[src/rtl/bus_hs_pkg.sv]
// Shared constants and helpers for the valid/ready skid pipeline.
package bus_hs_pkg;

  localparam int unsigned DEF_DATA_W = 8;
  localparam int unsigned DEF_CNT_W  = 16;

  // Bits needed to count 0..2*stages held beats
  function automatic int unsigned clog2_lvl(input int unsigned stages);
    return $clog2(2 * stages + 1);
  endfunction

endpackage

[src/rtl/bus_hs_skid_stage.sv]
// One full-throughput skid slice: main + skid register, all outputs from flops.
module bus_hs_skid_stage
  import bus_hs_pkg::*;
#(
  parameter int unsigned DATA_W = DEF_DATA_W
) (
  input  logic              clk,
  input  logic              rst_n,
  input  logic              in_valid_i,
  input  logic [DATA_W-1:0] in_data_i,
  output logic              in_ready_o,
  output logic              out_valid_o,
  output logic [DATA_W-1:0] out_data_o,
  input  logic              out_ready_i,
  output logic [1:0]        lvl_o
);

  logic              main_valid_q, main_valid_d;
  logic [DATA_W-1:0] main_data_q, main_data_d;
  logic              skid_valid_q, skid_valid_d;
  logic [DATA_W-1:0] skid_data_q, skid_data_d;
  logic              ready_q, ready_d;
  logic [1:0]        lvl_q, lvl_d;
  logic              in_fire_c;

  // ready_q is low in reset and tracks !skid_full afterwards, so it never
  // accepts while the skid is occupied.
  always_comb begin
    main_valid_d = main_valid_q;
    main_data_d  = main_data_q;
    skid_valid_d = skid_valid_q;
    skid_data_d  = skid_data_q;
    in_fire_c    = in_valid_i & ready_q;

    if (!main_valid_q || out_ready_i) begin
      if (skid_valid_q) begin
        main_valid_d = 1'b1;
        main_data_d  = skid_data_q;
        skid_valid_d = 1'b0;
      end else begin
        main_valid_d = in_fire_c;
        if (in_fire_c) main_data_d = in_data_i;
      end
    end else if (in_fire_c) begin
      skid_valid_d = 1'b1;
      skid_data_d  = in_data_i;
    end

    ready_d = !skid_valid_d;
    lvl_d   = 2'(main_valid_d) + 2'(skid_valid_d);
  end

  always_ff @(posedge clk or negedge rst_n) begin
    if (!rst_n) begin
      main_valid_q <= 1'b0;
      main_data_q  <= '0;
      skid_valid_q <= 1'b0;
      skid_data_q  <= '0;
      ready_q      <= 1'b0;
      lvl_q        <= '0;
    end else begin
      main_valid_q <= main_valid_d;
      main_data_q  <= main_data_d;
      skid_valid_q <= skid_valid_d;
      skid_data_q  <= skid_data_d;
      ready_q      <= ready_d;
      lvl_q        <= lvl_d;
    end
  end

  assign in_ready_o  = ready_q;
  assign out_valid_o = main_valid_q;
  assign out_data_o  = main_data_q;
  assign lvl_o       = lvl_q;

endmodule

[src/rtl/bus_hs_skid_pipe.sv]
// Cascade of skid slices with occupancy level and transfer/stall counters.
module bus_hs_skid_pipe
  import bus_hs_pkg::*;
#(
  parameter int unsigned DATA_W = DEF_DATA_W,
  parameter int unsigned STAGES = 2,
  parameter int unsigned CNT_W  = DEF_CNT_W
) (
  input  logic                          clk,
  input  logic                          rst_n,
  input  logic                          s_valid_i,
  input  logic [DATA_W-1:0]             s_data_i,
  output logic                          s_ready_o,
  output logic                          m_valid_o,
  output logic [DATA_W-1:0]             m_data_o,
  input  logic                          m_ready_i,
  input  logic                          clr_cnt_i,
  output logic [clog2_lvl(STAGES)-1:0]  level_o,
  output logic [CNT_W-1:0]              xfer_cnt_o,
  output logic [CNT_W-1:0]              stall_cnt_o
);

  localparam int unsigned LVL_W = clog2_lvl(STAGES);

  logic              vld [STAGES+1];
  logic              rdy [STAGES+1];
  logic [DATA_W-1:0] dat [STAGES+1];
  logic [1:0]        lvl [STAGES];

  assign vld[0]      = s_valid_i;
  assign dat[0]      = s_data_i;
  assign rdy[STAGES] = m_ready_i;

  for (genvar g = 0; g < STAGES; g++) begin : g_stage
    bus_hs_skid_stage #(
      .DATA_W (DATA_W)
    ) u_stage (
      .clk         (clk),
      .rst_n       (rst_n),
      .in_valid_i  (vld[g]),
      .in_data_i   (dat[g]),
      .in_ready_o  (rdy[g]),
      .out_valid_o (vld[g+1]),
      .out_data_o  (dat[g+1]),
      .out_ready_i (rdy[g+1]),
      .lvl_o       (lvl[g])
    );
  end

  assign s_ready_o = rdy[0];
  assign m_valid_o = vld[STAGES];
  assign m_data_o  = dat[STAGES];

  // Occupancy is the sum of per-slice registered counts
  always_comb begin
    level_o = '0;
    for (int unsigned i = 0; i < STAGES; i++) begin
      level_o = level_o + LVL_W'(lvl[i]);
    end
  end

  logic [CNT_W-1:0] xfer_cnt_q, xfer_cnt_d;
  logic [CNT_W-1:0] stall_cnt_q, stall_cnt_d;
  logic             m_fire_c, m_stall_c;

  // Clear wins over increment; transfers wrap, stalls saturate
  always_comb begin
    xfer_cnt_d  = xfer_cnt_q;
    stall_cnt_d = stall_cnt_q;
    m_fire_c    = m_valid_o & m_ready_i;
    m_stall_c   = m_valid_o & !m_ready_i;
    if (clr_cnt_i) begin
      xfer_cnt_d  = '0;
      stall_cnt_d = '0;
    end else begin
      if (m_fire_c) xfer_cnt_d = xfer_cnt_q + CNT_W'(1);
      if (m_stall_c && (stall_cnt_q != {CNT_W{1'b1}})) begin
        stall_cnt_d = stall_cnt_q + CNT_W'(1);
      end
    end
  end

  always_ff @(posedge clk or negedge rst_n) begin
    if (!rst_n) begin
      xfer_cnt_q  <= '0;
      stall_cnt_q <= '0;
    end else begin
      xfer_cnt_q  <= xfer_cnt_d;
      stall_cnt_q <= stall_cnt_d;
    end
  end

  assign xfer_cnt_o  = xfer_cnt_q;
  assign stall_cnt_o = stall_cnt_q;

endmodule

[config.mk]
export PLATFORM = sky130hd
export DESIGN_NAME = bus_hs_skid_pipe
export DESIGN_NICKNAME = d
export VERILOG_FILES = /design/src/rtl/bus_hs_pkg.sv /design/src/rtl/bus_hs_skid_stage.sv /design/src/rtl/bus_hs_skid_pipe.sv
export SDC_FILE = /design/constraint.sdc
export NUM_CORES = 1
export LEC_CHECK = 0
export CELL_PAD_IN_SITES_DETAIL_PLACEMENT = 0
export CELL_PAD_IN_SITES_GLOBAL_PLACEMENT = 2
export CORE_MARGIN = 10
export CORE_UTILIZATION = 37
export CTS_CLUSTER_SIZE = 16
export DETAILED_ROUTE_END_ITERATION = 8
export PLACE_DENSITY = 0.82
export SLEW_MARGIN = 20
export SYNTH_ARGS = -nofsm -noshare
export SYNTH_HDL_FRONTEND = slang
export SYNTH_SLANG_ARGS = --single-unit
[constraint.sdc]
create_clock -name clk -period 4.46 [get_ports clk]
set_input_delay 1.338 -clock clk [delete_from_list [all_inputs] [get_ports clk]]
set_output_delay 1.338 -clock clk [all_outputs]
set_load 0.01 [all_outputs]
==> results of run 1 <==
[worst max-delay path, delay by kind of cell (launching register included)]
family / cells / cell delay, ns
fa+ha+maj: 2 / 0.70
flops: 1 / 0.37
buf+inv: 1 / 0.54
[Yosys cell counts (2+ instances only)]
cell | number | area share [%]
o21ai_1 | 4 | 0.59
a21oi_1 | 21 | 3.1
xor2_1 | 25 | 6.4
nor3_1 | 3 | 0.44
nor2_1 | 50 | 5.5
nand4_1 | 8 | 1.5
and2_1 | 2 | 0.37
o211ai_1 | 2 | 0.44
and4_1 | 5 | 1.3
mux2_2 | 16 | 5.3
dfrtp_1 | 74 | 54
buf_6 | 2 | 0.66
or3_1 | 2 | 0.37
clkbuf_1 | 4 | 0.44
mux2i_1 | 18 | 5.3
nand2b_1 | 4 | 0.74
inv_1 | 4 | 0.44
nand3_1 | 10 | 1.5
nand2_1 | 10 | 1.1
ha_1 | 5 | 1.8
nand3_2 | 2 | 0.59
xnor2_1 | 3 | 0.77
and3_1 | 4 | 0.74
buf_4 | 8 | 1.8
buf_2 | 4 | 0.59
[routing by layer]
| metal | vias up | part of all wire (%) | track usage (%) |
|---|---|---|---|
| met2 | 55 | 44 | 16.4 |
| met4 | 0 | 1.8 | 4.92 |
| met3 | 13 | 6.7 | 4.03 |
| li1 | 1140 | - | - |
| met5 | - | 0 | 0 |
| met1 | 1094 | 48 | 15.5 |
[area by class of cell]
cell class / instances / area, um^2 / area share, %
clock buffers: 12 / 165 / 3.96
clock inverters: 2 / 12.5 / 0.300
inverters: 4 / 15.0 / 0.360
multi-input cells: 207 / 1410 / 33.9
flip-flops and latches: 74 / 1850 / 44.4
well taps: 108 / 135 / 3.24
repair buffers: 59 / 581 / 13.9
[final timing paths]
| kind | startpoint | end | slack (ns) | cells after the start |
|---|---|---|---|---|
| setup / recovery | g_stage[0].u_stage.lvl_o[0] | level_o[1] | 1.17 | 3 |
| hold / removal | g_stage[1].u_stage.skid_data_q[5] | g_stage[1].u_stage.skid_data_q[5] | 0.51 | 1 |
| setup reg to reg | stall_cnt_o[0] | stall_cnt_o[11] | 2.53 | 6 |
| hold reg to reg | g_stage[1].u_stage.skid_data_q[5] | g_stage[1].u_stage.skid_data_q[5] | 0.51 | 1 |
| max in group asynchronous | rst_n | stall_cnt_o[15] | 2.47 | 2 |
| min in group asynchronous | rst_n | g_stage[1].u_stage.out_data_o[3] | 0.93 | 1 |
[power by group through the flow]
stage	registers (W)	clock network, W	logic (W)
finish	0.000951	0.000476	0.000500
global route	0.000974	0.000529	0.000560
CTS	0.000953	0.000495	0.000516
detailed placement	0.000967	0	0.000514
global placement	0.000961	0	0.000503
floorplan	0.000927	0	0.000361
[registers in the layout, indices dropped and copies added, names as in the netlist]
register	flops
g_stage.u_stage.out_data_o	16
g_stage.u_stage.skid_data_q	16
stall_cnt_o	16
xfer_cnt_o	16
g_stage.u_stage.lvl_o	4
g_stage.u_stage.in_ready_o	2
g_stage.u_stage.out_valid_o	2
g_stage.u_stage.skid_valid_q	2
[stage by stage]
stage / area (um^2) / hold WS, ns / utilization, % / power (W)
3_3_place_gp: 4000 / 0.487 / 45.2 / 0.00146
5_1_grt: 4170 / 0.530 / 47.2 / 0.00206
2_1_floorplan: 3400 / 0.479 / - / 0.00129
4_1_cts: 4170 / 0.511 / 47.2 / 0.00196
3_5_place_dp: 4000 / 0.494 / 45.2 / 0.00148
6_report: 4170 / 0.509 / 47.2 / 0.00193
[cell families after synthesis]
family / count (synthesis)
AND/OR/NAND/NOR: 107
XOR/XNOR: 28
multiplexers: 34
AO/OA/AOI/OAI: 32
adder cells (fa/ha/maj): 6
flip-flops: 74
buffers and inverters: 22
==> results.py, run 1 <==
metrics = {
    "place": {
        "io_buffer_count": 57,
        "place_ws_ns": 1.39,
        "place_congestion": 0.751,
        "place_inst": 452,
        "place_hpwl_mm": 5.09,
    },
    "clocking": {
        "cts_resized": 0,
        "clk_latency_ns": 0.34,
        "htree_levels": 3,
        "clockBufferDepth": 2,
        "cts_tree": "done",
        "cts.sinks": 74,
        "ctsHoldBuffers": 0,
        "root_buffer": "clkbuf_8",
        "cts_setup_buffers": 0,
        "cts_buffers": 9,
        "path_clk_slew_ns": 0.07,
    },
    "synth": {
        "synth-edff-count": 0,
        "yosys.area_share.simple_pct": 15.7,
        "synth.area.mux_share_pct": 10.6,
        "synth_top_family_by_area": "simple AND/OR/NAND/NOR gates",
        "yosysSeqAreaShare_pct": 54.5,
        "synth_adder_area_share_pct": 2.43,
        "synthCells": 303,
        "synth_nets": 322,
        "yosys_warnings": 0,
        "async_flop_share_pct": 100,
        "synth_area_mm2": 0.00340,
        "synthFlopType": "dfrtp_1",
        "synth_area_per_cell_um2": 11.2,
        "ys_types": 38,
        "synth-xor-area-share_pct": 7.22,
        "synth_compound_area_share_pct": 5.63,
        "synth-seq-cells": 74,
    },
    "layout": {
        "num-fill-cells": 857,
        "final_common_cell": "dfrtp_1",
        "layout-drive-gt1-share_pct": 12.0,
        "area_delta_synth_final_pct": 22.8,
        "fin_cells": 466,
        "nNetsFinal": 374,
        "layout_common_cells": "74 x dfrtp_1, 56 x clkdlybuf4s50_1, 50 x nor2_1",
        "diodes": 0,
    },
    "power": {
        "powerDensity_mw_per_mm2": 461,
        "seqPwrFrac_pct": 49.4,
        "ir_drop_v": 0.000146,
        "power.static_leakage_nw": 1.74,
        "power_frac_comb_pct": 25.9,
        "power.share.clock_pct": 24.7,
        "swShare_pct": 29.8,
        "p_sw_w": 0.000575,
        "p_int_w": 0.00135,
    },
    "critical_path": {
        "cp-end-kind": "output port",
        "critPathMaxStageDelay_ns": 0.54,
        "worst_setup_path_start_kind": "flop",
        "worstPathMaxFanout": 1,
        "required_ns": 3.12,
        "arrival_ns": 1.95,
        "path_cells": "ha_1 > fa_1 > clkdlybuf4s50_1",
        "worstSetupPathType": "reg -> out",
        "crit_path_top_delay_cell": "clkdlybuf4s50_1",
    },
    "timing": {
        "finalClockSkew_ns": 0.0131,
        "finalCritPeriodShare_pct": 73.7,
        "tightest_slew_ns": 0.864,
        "hold_violations": 0,
        "setup_viol": 0,
        "rsz0062_at_grt": "no",
        "relSlewSlack_pct": 42.2,
        "finalSetupTns_ns": 0,
        "slew_viol_final": 0,
        "setup_ws_ns": 1.17,
        "final.min_clock_period_ns": 3.29,
        "max_freq_ghz": 0.304,
    },
    "drt": {
        "wl_per_cell_um": 15.4,
        "drt-vias-per-instance": 4.94,
        "ant_nets": 0,
        "route.detailed.drc": 0,
        "drt_pass1_iterations": 4,
        "wirelength_mm": 7.16,
        "route.vias.total": 2302,
        "initialDrtViolationCount": 90,
    },
    "status": {
        "status": "completed",
    },
    "global_route": {
        "grt_pass1_vias": 2351,
        "grt_max_degree": 57,
        "grt_pass1_wl_mm": 12.4,
        "grt_use_total_pct": 11.5,
        "grt.overflow.total": 0,
        "antenna_found_initial": 0,
    },
    "die": {
        "initial_utilization_pct": 38.4,
        "dieWidth_um": 116,
        "fp.coreArea_mm2": 0.00885,
        "die-area_mm2": 0.0134,
        "ios": 58,
        "fp.dieH_um": 116,
        "rows": 34,
    },
    "run": {
        "cap_violations": 0,
    },
    "hold_path": {
        "hold_class": "reg -> reg",
    },
}
Power figures use the tool's default switching activity.
==> run 2, diff against run 1 <==
Settings changed: CORE_UTILIZATION 37 to 34, PLACE_DENSITY 0.82 to 0.76.
Clock period 4.46 ns to 3.2 ns, I/O delays scaled along.
==> run 2 against run 1 <==
Net effect:
- critical path depth is the same
- clock skew is 0.0037 ns lower
- first-iteration DRC count grew 70%
- worst hold slack improved by 0.0012 ns
==> results.py, run 2 (synthesized netlist as in run 1, its figures left out) <==
metrics = {
    "layout": {
        "final_common_cell": "dfrtp_1",
        "layout_common_cells": "74 x dfrtp_1, 56 x clkdlybuf4s50_1, 50 x nor2_1",
        "area_delta_synth_final_pct": 24.3,
        "nNetsFinal": 373,
        "seqCellArea_mm2": 0.00185,
        "diodes": 0,
        "num-fill-cells": 966,
        "fin_cells": 492,
        "layout-drive-gt1-share_pct": 12.3,
        "multi_input_area_mm2": 0.00141,
    },
    "place": {
        "io_buffer_count": 57,
        "place_inst": 476,
        "place_congestion": 0.731,
        "place_hpwl_mm": 5.01,
    },
    "timing": {
        "finalCritPeriodShare_pct": 91.2,
        "slew_viol_final": 0,
        "tightest_slew_ns": 0.962,
        "final.min_clock_period_ns": 2.92,
        "setup_viol": 0,
        "max_freq_ghz": 0.343,
        "hold_violations": 0,
        "relSlewSlack_pct": 35.9,
        "finalSetupTns_ns": 0,
        "finalClockSkew_ns": 0.00941,
        "rsz0062_at_grt": "no",
    },
    "drt": {
        "drt-vias-per-instance": 4.63,
        "route.vias.total": 2280,
        "route.detailed.drc": 0,
        "ant_nets": 0,
        "initialDrtViolationCount": 153,
        "drt_pass1_iterations": 4,
        "wl_per_cell_um": 14.7,
        "wirelength_mm": 7.22,
    },
    "clocking": {
        "cts_buffers": 9,
        "clk_latency_ns": 0.34,
        "ctsHoldBuffers": 0,
        "cts_setup_buffers": 0,
        "cts.sinks": 74,
        "clockBufferDepth": 2,
        "root_buffer": "clkbuf_8",
        "cts_tree": "done",
        "cts_resized": 0,
        "htree_levels": 3,
        "path_clk_slew_ns": 0.08,
    },
    "global_route": {
        "grt_max_degree": 75,
        "use_met1_pct": 13.8,
        "met2_usage_pct": 15.0,
        "grt_pass1_vias": 2291,
        "grtUsageMet3_pct": 3.28,
        "antenna_found_initial": 0,
        "grt.overflow.total": 0,
        "grt_use_total_pct": 10.3,
        "grt_most_used_layer": "met2",
        "grt_pass1_wl_mm": 12.1,
    },
    "power": {
        "power.share.clock_pct": 26.6,
        "seqPwrFrac_pct": 48.1,
        "p_sw_w": 0.000845,
        "ir_drop_v": 0.000200,
        "swShare_pct": 30.7,
        "power.static_leakage_nw": 1.74,
        "p_int_w": 0.00191,
        "powerDensity_mw_per_mm2": 653,
        "power_frac_comb_pct": 25.3,
    },
    "critical_path": {
        "crit_buf_inv": 1,
        "worst_setup_path_start_kind": "flop",
        "crit_path_top_delay_cell": "clkdlybuf4s50_1",
        "crit_family": "adder cells",
        "path_cells": "ha_1 > fa_1 > clkdlybuf4s50_1",
        "worstPathMaxFanout": 1,
        "critPathMaxStageDelay_ns": 0.54,
        "required_ns": 2.24,
        "worstSetupPathType": "reg -> out",
        "cp-end-kind": "output port",
        "arrival_ns": 1.96,
    },
    "die": {
        "dieWidth_um": 120,
        "ios": 58,
        "initial_utilization_pct": 34.8,
        "rows": 36,
        "fp.coreArea_mm2": 0.00977,
        "fp.dieH_um": 120,
        "die-area_mm2": 0.0144,
    },
    "status": {
        "status": "completed",
    },
    "hold_path": {
        "hold_class": "reg -> reg",
    },
    "run": {
        "cap_violations": 0,
    },
}
-- run 2: changes by cell type in the layout (fill, tap and decap cells not counted), sizes merged --
| cell | before | now |
|---|---|---|
| buf | 3 | 2 |
| bufinv | 0 | 1 |
| clkbuf | 12 | 9 |
| clkinv | 1 | 2 |
| clkinvlp | 1 | 3 |
| inv | 4 | 5 |
-- run 2: layer usage --
metal / up-vias / wire (um)
met2: 39 / 3190
met1: 1101 / 3590
met4: 0 / 70
met3: 4 / 371
li1: 1136 / -
met5: - / 0
-- run 2: power groups by stage --
| stage | sequential, W | clock, W | combinational, W |
|---|---|---|---|
| after CTS | 0.00133 | 0.000765 | 0.000717 |
| final | 0.00133 | 0.000735 | 0.000697 |
| after floorplan | 0.00129 | 0 | 0.000503 |
| after detailed placement | 0.00135 | 0 | 0.000709 |
| after global placement | 0.00134 | 0 | 0.000701 |
| after global routing | 0.00136 | 0.000813 | 0.000781 |
-- run 2: final timing paths --
| path | depth (start not counted) | to | startpoint | slack (ns) |
|---|---|---|---|---|
| worst max-delay path | 3 | level_o[1] | g_stage[0].u_stage.lvl_o[0] | 0.28 |
| worst min-delay path | 1 | g_stage[1].u_stage.skid_data_q[3] | g_stage[1].u_stage.skid_data_q[3] | 0.51 |
| worst max register to register | 6 | stall_cnt_o[11] | stall_cnt_o[0] | 1.23 |
| worst min register to register | 1 | g_stage[1].u_stage.skid_data_q[3] | g_stage[1].u_stage.skid_data_q[3] | 0.51 |
| max in group asynchronous | 1 | xfer_cnt_o[8] | rst_n | 1.81 |
| min in group asynchronous | 1 | g_stage[1].u_stage.out_data_o[4] | rst_n | 0.78 |
-- run 2: per-stage QoR --
stage	setup WS (ns)	instance area (um^2)	hold slack (ns)	utilization [%]	power, W
2_1_floorplan	1.18	3400	0.479	-	0.00180
3_3_place_gp	0.555	4020	0.486	41.2	0.00204
3_5_place_dp	0.527	4020	0.494	41.2	0.00206
4_1_cts	0.227	4230	0.513	43.2	0.00281
5_1_grt	0.206	4230	0.522	43.2	0.00295
6_report	0.281	4230	0.510	43.2	0.00276
-- run 2: final cells by class --
class | count | share of cell area [%]
Sequential cell | 74 | 43.8
Multi-Input combinational cell | 207 | 33.5
Timing Repair Buffer | 58 | 13.6
Tap cell | 133 | 3.94
Clock buffer | 9 | 2.93
Clock inverter | 7 | 1.87
Inverter | 4 | 0.355
